File: src/rtl/regfile_writeback.sv
// Write-back buffer for the 32x32 register bank: in-order pending-write FIFO feeding the bank
// write port one entry per clock, with youngest-first forwarding of not-yet-written values.
module regfile_writeback #(
    parameter int unsigned DEPTH = 4,
    parameter int unsigned AW    = 5,
    parameter int unsigned DW    = 32,
    localparam int unsigned PW   = (DEPTH > 1) ? $clog2(DEPTH) : 1,
    localparam int unsigned CW   = $clog2(DEPTH) + 1
) (
    input  logic          clock,
    input  logic          reset,
    input  logic          alu_valid,
    input  logic [AW-1:0] alu_addr,
    input  logic [DW-1:0] alu_data,
    output logic          alu_ready,
    input  logic          mem_valid,
    input  logic [AW-1:0] mem_addr,
    input  logic [DW-1:0] mem_data,
    output logic          mem_ready,
    input  logic          stall,
    input  logic          flush,
    input  logic [AW-1:0] fwd_addr,
    output logic          fwd_hit,
    output logic [DW-1:0] fwd_data,
    output logic          enc,
    output logic [AW-1:0] addrc,
    output logic [DW-1:0] datac,
    output logic [CW-1:0] count
);

    logic [AW-1:0] r_fifo_addr [DEPTH];
    logic [DW-1:0] r_fifo_data [DEPTH];
    logic [PW-1:0] r_rd_ptr;
    logic [PW-1:0] r_wr_ptr;
    logic [CW-1:0] r_count;
    logic          r_enc;
    logic [AW-1:0] r_addrc;
    logic [DW-1:0] r_datac;

    logic          w_not_full;
    logic          w_mem_acc;
    logic          w_alu_acc;
    logic [AW-1:0] w_in_addr;
    logic [DW-1:0] w_in_data;
    logic          w_push;
    logic          w_pop;
    logic          w_fwd_hit;
    logic [DW-1:0] w_fwd_data;

    // Readiness looks only at the current occupancy; a same-cycle pop does not free a slot.
    assign w_not_full = (r_count < CW'(DEPTH));
    assign mem_ready  = w_not_full & ~flush;
    assign alu_ready  = w_not_full & ~flush & ~mem_valid;

    assign w_mem_acc = mem_valid & mem_ready;
    assign w_alu_acc = alu_valid & alu_ready;
    assign w_in_addr = w_mem_acc ? mem_addr : alu_addr;
    assign w_in_data = w_mem_acc ? mem_data : alu_data;

    // Register 0 is hard-wired: the handshake completes but nothing is stored.
    assign w_push = (w_mem_acc | w_alu_acc) & (w_in_addr != '0);
    assign w_pop  = (r_count != '0) & ~stall & ~flush;

    always_ff @(posedge clock) begin
        if (w_push) begin
            r_fifo_addr[r_wr_ptr] <= w_in_addr;
            r_fifo_data[r_wr_ptr] <= w_in_data;
        end
    end

    always_ff @(posedge clock or negedge reset) begin
        if (!reset) begin
            r_rd_ptr <= '0;
            r_wr_ptr <= '0;
            r_count  <= '0;
            r_enc    <= 1'b0;
            r_addrc  <= '0;
            r_datac  <= '0;
        end else if (flush) begin
            r_rd_ptr <= '0;
            r_wr_ptr <= '0;
            r_count  <= '0;
            r_enc    <= 1'b0;
        end else begin
            if (w_push) begin
                r_wr_ptr <= r_wr_ptr + 1'b1;
            end
            if (w_pop) begin
                r_rd_ptr <= r_rd_ptr + 1'b1;
                r_enc    <= 1'b1;
                r_addrc  <= r_fifo_addr[r_rd_ptr];
                r_datac  <= r_fifo_data[r_rd_ptr];
            end else begin
                r_enc    <= 1'b0;
            end
            case ({w_push, w_pop})
                2'b10:   r_count <= r_count + 1'b1;
                2'b01:   r_count <= r_count - 1'b1;
                default: r_count <= r_count;
            endcase
        end
    end

    // Scan oldest to youngest so the last match (youngest) wins; the output slot is older
    // than every FIFO entry.
    always_comb begin
        w_fwd_hit  = 1'b0;
        w_fwd_data = '0;
        if (r_enc && (r_addrc == fwd_addr)) begin
            w_fwd_hit  = 1'b1;
            w_fwd_data = r_datac;
        end
        for (int k = 0; k < DEPTH; k++) begin
            if ((CW'(k) < r_count) && (r_fifo_addr[r_rd_ptr + PW'(k)] == fwd_addr)) begin
                w_fwd_hit  = 1'b1;
                w_fwd_data = r_fifo_data[r_rd_ptr + PW'(k)];
            end
        end
        if (fwd_addr == '0) begin
            w_fwd_hit  = 1'b0;
            w_fwd_data = '0;
        end
    end

    assign fwd_hit  = w_fwd_hit;
    assign fwd_data = w_fwd_data;
    assign enc      = r_enc;
    assign addrc    = r_addrc;
    assign datac    = r_datac;
    assign count    = r_count;

endmodule
File: config.mk
export PLATFORM = sky130hd
export DESIGN_NAME = regfile_writeback
export DESIGN_NICKNAME = d
export VERILOG_FILES = /design/src/rtl/regfile_writeback.sv
export SDC_FILE = /design/constraint.sdc
export NUM_CORES = 1
export LEC_CHECK = 0
export BUFFER_PORTS_ARGS = -buffer_cell sky130_fd_sc_hd__buf_4
export CAP_MARGIN = 20
export CORE_ASPECT_RATIO = 1.25
export CORE_MARGIN = 2
export CORE_UTILIZATION = 54
export DETAILED_ROUTE_END_ITERATION = 8
export GPL_TIMING_DRIVEN = 0
export PLACE_DENSITY = 0.76
export SLEW_MARGIN = 15
export SYNTH_ARGS = -nofsm -noshare
export SYNTH_HDL_FRONTEND = slang
export SYNTH_SLANG_ARGS = --single-unit
export TNS_END_PERCENT = 20
File: constraint.sdc
create_clock -name clock -period 3.05 [get_ports clock]
set_input_delay 0.4575 -clock clock [delete_from_list [all_inputs] [get_ports clock]]
set_output_delay 0.4575 -clock clock [all_outputs]
set_load 0.05 [all_outputs]
==> results summary <==
The post-synthesis area per instance came out at 13.19 um2. The final RePlAce weighted congestion is 0.8895. The standby leakage power is 5.786 nW. The first global-routing pass estimated 59040 um of wire. The net count of the finished layout came out at 1244. The highest fanout seen on the critical path is 10. The launching element type of the critical path is a flip-flop. The placeable core area came out at 22960 um2.

The worst min-delay path category is input port to async pin. The hold violation count in the final report is 0. The area of the multi-input gates came out at 7261 um2. The worst register-to-register path has a depth of 7. After clock tree synthesis, the clock-pin slew on the worst setup and hold paths is 70 ps. The clock latency of the later-clocked register in the worst-skew pair is 460 ps. The sequential cells in the finished layout cover a total of 5570 um2. The maximum root-to-sink buffer count came out at 2. The run finished, with violations left. The final reports fail on negative setup slack.

The routed wire length is 38680 um. The required time of the critical path is 2590 ps. Measured along the y axis, the die boundary spans 174.6 um. The number of nets still failing antenna checks after routing came out at 0. TritonCTS created 17 clock buffers.

The CTS sink count came out at 193. The area share of the largest cell type after synthesis came out at 0.3533. The number of fillers in the final layout is 1545. The initial antenna violation count is 0. From left edge to right edge, the die measures 140.5 um. The worst reg-to-reg setup slack came out at 180 ps. The number of detailed-routing iterations run before antenna repair is 5. Summing every instance area after synthesis gives 12580 um2. The routed length per placed instance came out at 26.64 um. The initial core utilization is 0.5478.

Setup total negative slack on the finished layout was measured at -21010 ps. The fraction of layout cells with a size suffix above 1 is 0.4716. The root buffer cell chosen for the clock tree is clkbuf_16.

The worst setup path is captured at an output port. Derived from the worst setup path, the maximum achievable clock frequency is 0.2656 GHz. The final cycle utilization of the critical path is 1.235. In this run, post-CTS hold repair placed 0 buffers.

Among all flip-flop cells after synthesis, the most frequent one is edfxtp_1. The number of input and output port buffers inserted is 155. Synthesis produced 954 cells.

The routed layout has 10200 vias. Row generation in the floorplan step produced 62 rows. The number of enable flip-flop cells after synthesis is 148. The standard cell area after detailed placement is 14710 um2.

The maximum level of the CTS H-tree came out at 4. Compared with the post-synthesis result, the final layout area differs by 28.02%. In this run the tightest slew margin relative to its limit is 0.4687. The number of max-cap violations is 0. The post-synthesis async set-or-reset flop share is 0.2332. The top-level port count came out at 161. The number of antenna repair diodes is 0.

The total congestion overflow is 0. The final core utilization came out at 0.7013. The detailed-route vias per instance is 7.023.

The final setup violation count is 33. The via count of the first global-routing pass was 10360. The fraction of the yosys area taken by sequential cells came out at 0.4428.

The number of DRC markers in iteration 0 came out at 1129. The signal on the critical path passes through buf_6 -> buf_6 -> mux4_2 -> xor2_4 -> nor2_4 -> buf_4 -> a22o_1 -> a2111oi_4 -> nor4_4 -> buf_4. On the worst path, the slowest cell contributes a delay of 590 ps. In the global route stage, overall resource usage came out at 0.3201.

The floorplan step defined a die boundary enclosing 24540 um2. For the pin with the worst max-slew slack, the measured transition is 796.9 ps. Summed over all instances, the cell type with the most area after synthesis is edfxtp_1. The clock tree from TritonCTS is done. The reg-to-reg critical path startpoint is count[2]. The clock period minus final worst setup slack came out at 3765 ps. The post-synthesis net count is 1047. The peak supply drop came out at 0.4208 mV. The critical path is of the flip-flop to output port type.

Setup repair after global routing could not meet its margin everywhere. In this run, placement finished with an instance count of 1397. The final worst clock skew came out at 10.07 ps. The count of yosys warnings during synthesis is 0. The estimated wirelength of the detail-placed design is 25890 um. Leaving out filler cells and counting taps, the final layout contains 1452. The max-slew violation count came out at 0. In this run the critical register-to-register path is captured at r_fifo_data[0][14]. For this design the ratio of total power to cell area is 731.9 nW/um2. Yosys attributes the largest share of cell area to edfxtp_1, mux4_2, dfrtp_1.

The finished cells cover 16100 um2. After detailed routing, the number of remaining DRC violations is 0. The worst setup margin is -715.3 ps. The cell type of the slowest stage on the worst timing path is mux4_2.

The maximum number of pins on one net before global-route repair is 46. The number of flip-flops and latches in the synthesized netlist came out at 193. The number of distinct standard cells referenced by the synthesized netlist is 52. The design draws 0.01179 W. STA puts the critical path data arrival time at 3310 ps.
## stage by stage
step           hold slack [ps]  setup slack (ps)
3_5_place_dp             499.1            -594.1
4_1_cts                  51.58            -665.4
5_1_grt                  71.44            -788.0
6_report                 14.56            -715.3
3_3_place_gp             490.3            -574.1
2_1_floorplan            161.9            -94.69
## synth_stat cells (all sizes together), types with 3 or more instances
master	n
nor3	63
a21oi	10
nor4	3
o21ai	35
o2111ai	30
xnor2	16
edfxtp	148
mux4	134
nor2	19
inv	5
mux2	39
a22oi	30
nand2	125
mux2i	24
or2	3
nand3	6
dfrtp	45
nand2b	3
xor2	12
buf	46
nor4bb	30
clkbuf	55
or4	30
and2	6
ha	8
## timing repair
| action | CTS | global route |
|---|---|---|
| setup buffers | 15 | 6 |
| gates cloned | 2 | 0 |
| resized for setup | 128 | 57 |
| setup endpoints to repair | 181 | 183 |
| pin swaps | 21 | 18 |
## registers in the layout, summed over array words and instances, names as in the netlist
name,flops
r_wr_ptr,2
r_fifo_data,128
enc,1
addrc,5
r_fifo_addr,20
datac,32
r_rd_ptr,2
count,3
## how the worst max path moves through the flow
stage	from	endpoint	slack [ps]
2_1_floorplan	r_rd_ptr[0]	fwd_data[12]	-90
3_3_place_gp	r_rd_ptr[1]	fwd_data[16]	-570
3_5_place_dp	fwd_addr[4]	fwd_data[15]	-590
4_1_cts	r_rd_ptr[0]	fwd_data[11]	-670
5_1_grt	r_rd_ptr[0]	fwd_data[29]	-790
6_report	r_rd_ptr[0]	fwd_data[16]	-720
## power breakdown
part	internal [W]	switching [W]	total [W]
clock	0.00115	0.00109	0.00224
sequential	0.00332	0.000424	0.00375
combinational	0.00241	0.00338	0.00580
## cells in the final DEF (no fill, tap or decap), drive strengths merged, types with 3 or more instances in the layout
cell type,n
buf,227
edfxtp,148
mux4,134
nand2,125
clkbuf,66
nor3,63
dfrtp,45
mux2,39
o21ai,35
nor4bb,30
a22oi,30
o2111ai,30
or4,30
mux2i,24
nor2,19
xnor2,16
inv,13
xor2,12
a21oi,10
ha,8
clkinv,8
nand3,6
and2,6
nand2b,3
or2,3
nor4,3
## per-layer routing
layer	wire [um]	GRT usage
met5	0	0
met4	1769	0.1613
met2	19650	0.5321
met3	3320	0.05700
met1	13940	0.4083
## logic make-up (layout without fill, tap and decap cells)
kind of cell / count (synthesis) / count (layout) / share of synthesized area
flip-flops: 193 / 193 / 0.4428
AND/OR/NAND/NOR: 299 / 299 / 0.1261
AO/OA/AOI/OAI: 121 / 121 / 0.06793
XOR/XNOR: 28 / 28 / 0.01949
multiplexers: 197 / 197 / 0.2939
buffers and inverters: 108 / 318 / 0.04177
adder cells (fa/ha/maj): 8 / 8 / 0.007957
## layout make-up
class | count | area share
timing repair buffer | 178 | 0.09370
multi-input combinational | 653 | 0.4509
inverter | 7 | 0.001632
clock buffer | 17 | 0.02642
buffer | 101 | 0.04988
clock inverter | 15 | 0.009246
tap | 288 | 0.02238
sequential | 193 | 0.3459
## worst max-delay path, delay by kind of cell (launching register included)
family | cells | cell delay, ps
buffers and inverters | 4 | 790
AND/OR/NAND/NOR | 2 | 630
multiplexers | 1 | 590
flip-flops | 1 | 350
AO/OA/AOI/OAI | 2 | 290
XOR/XNOR | 1 | 190
Note: power is estimated with default switching activity, not from simulation.
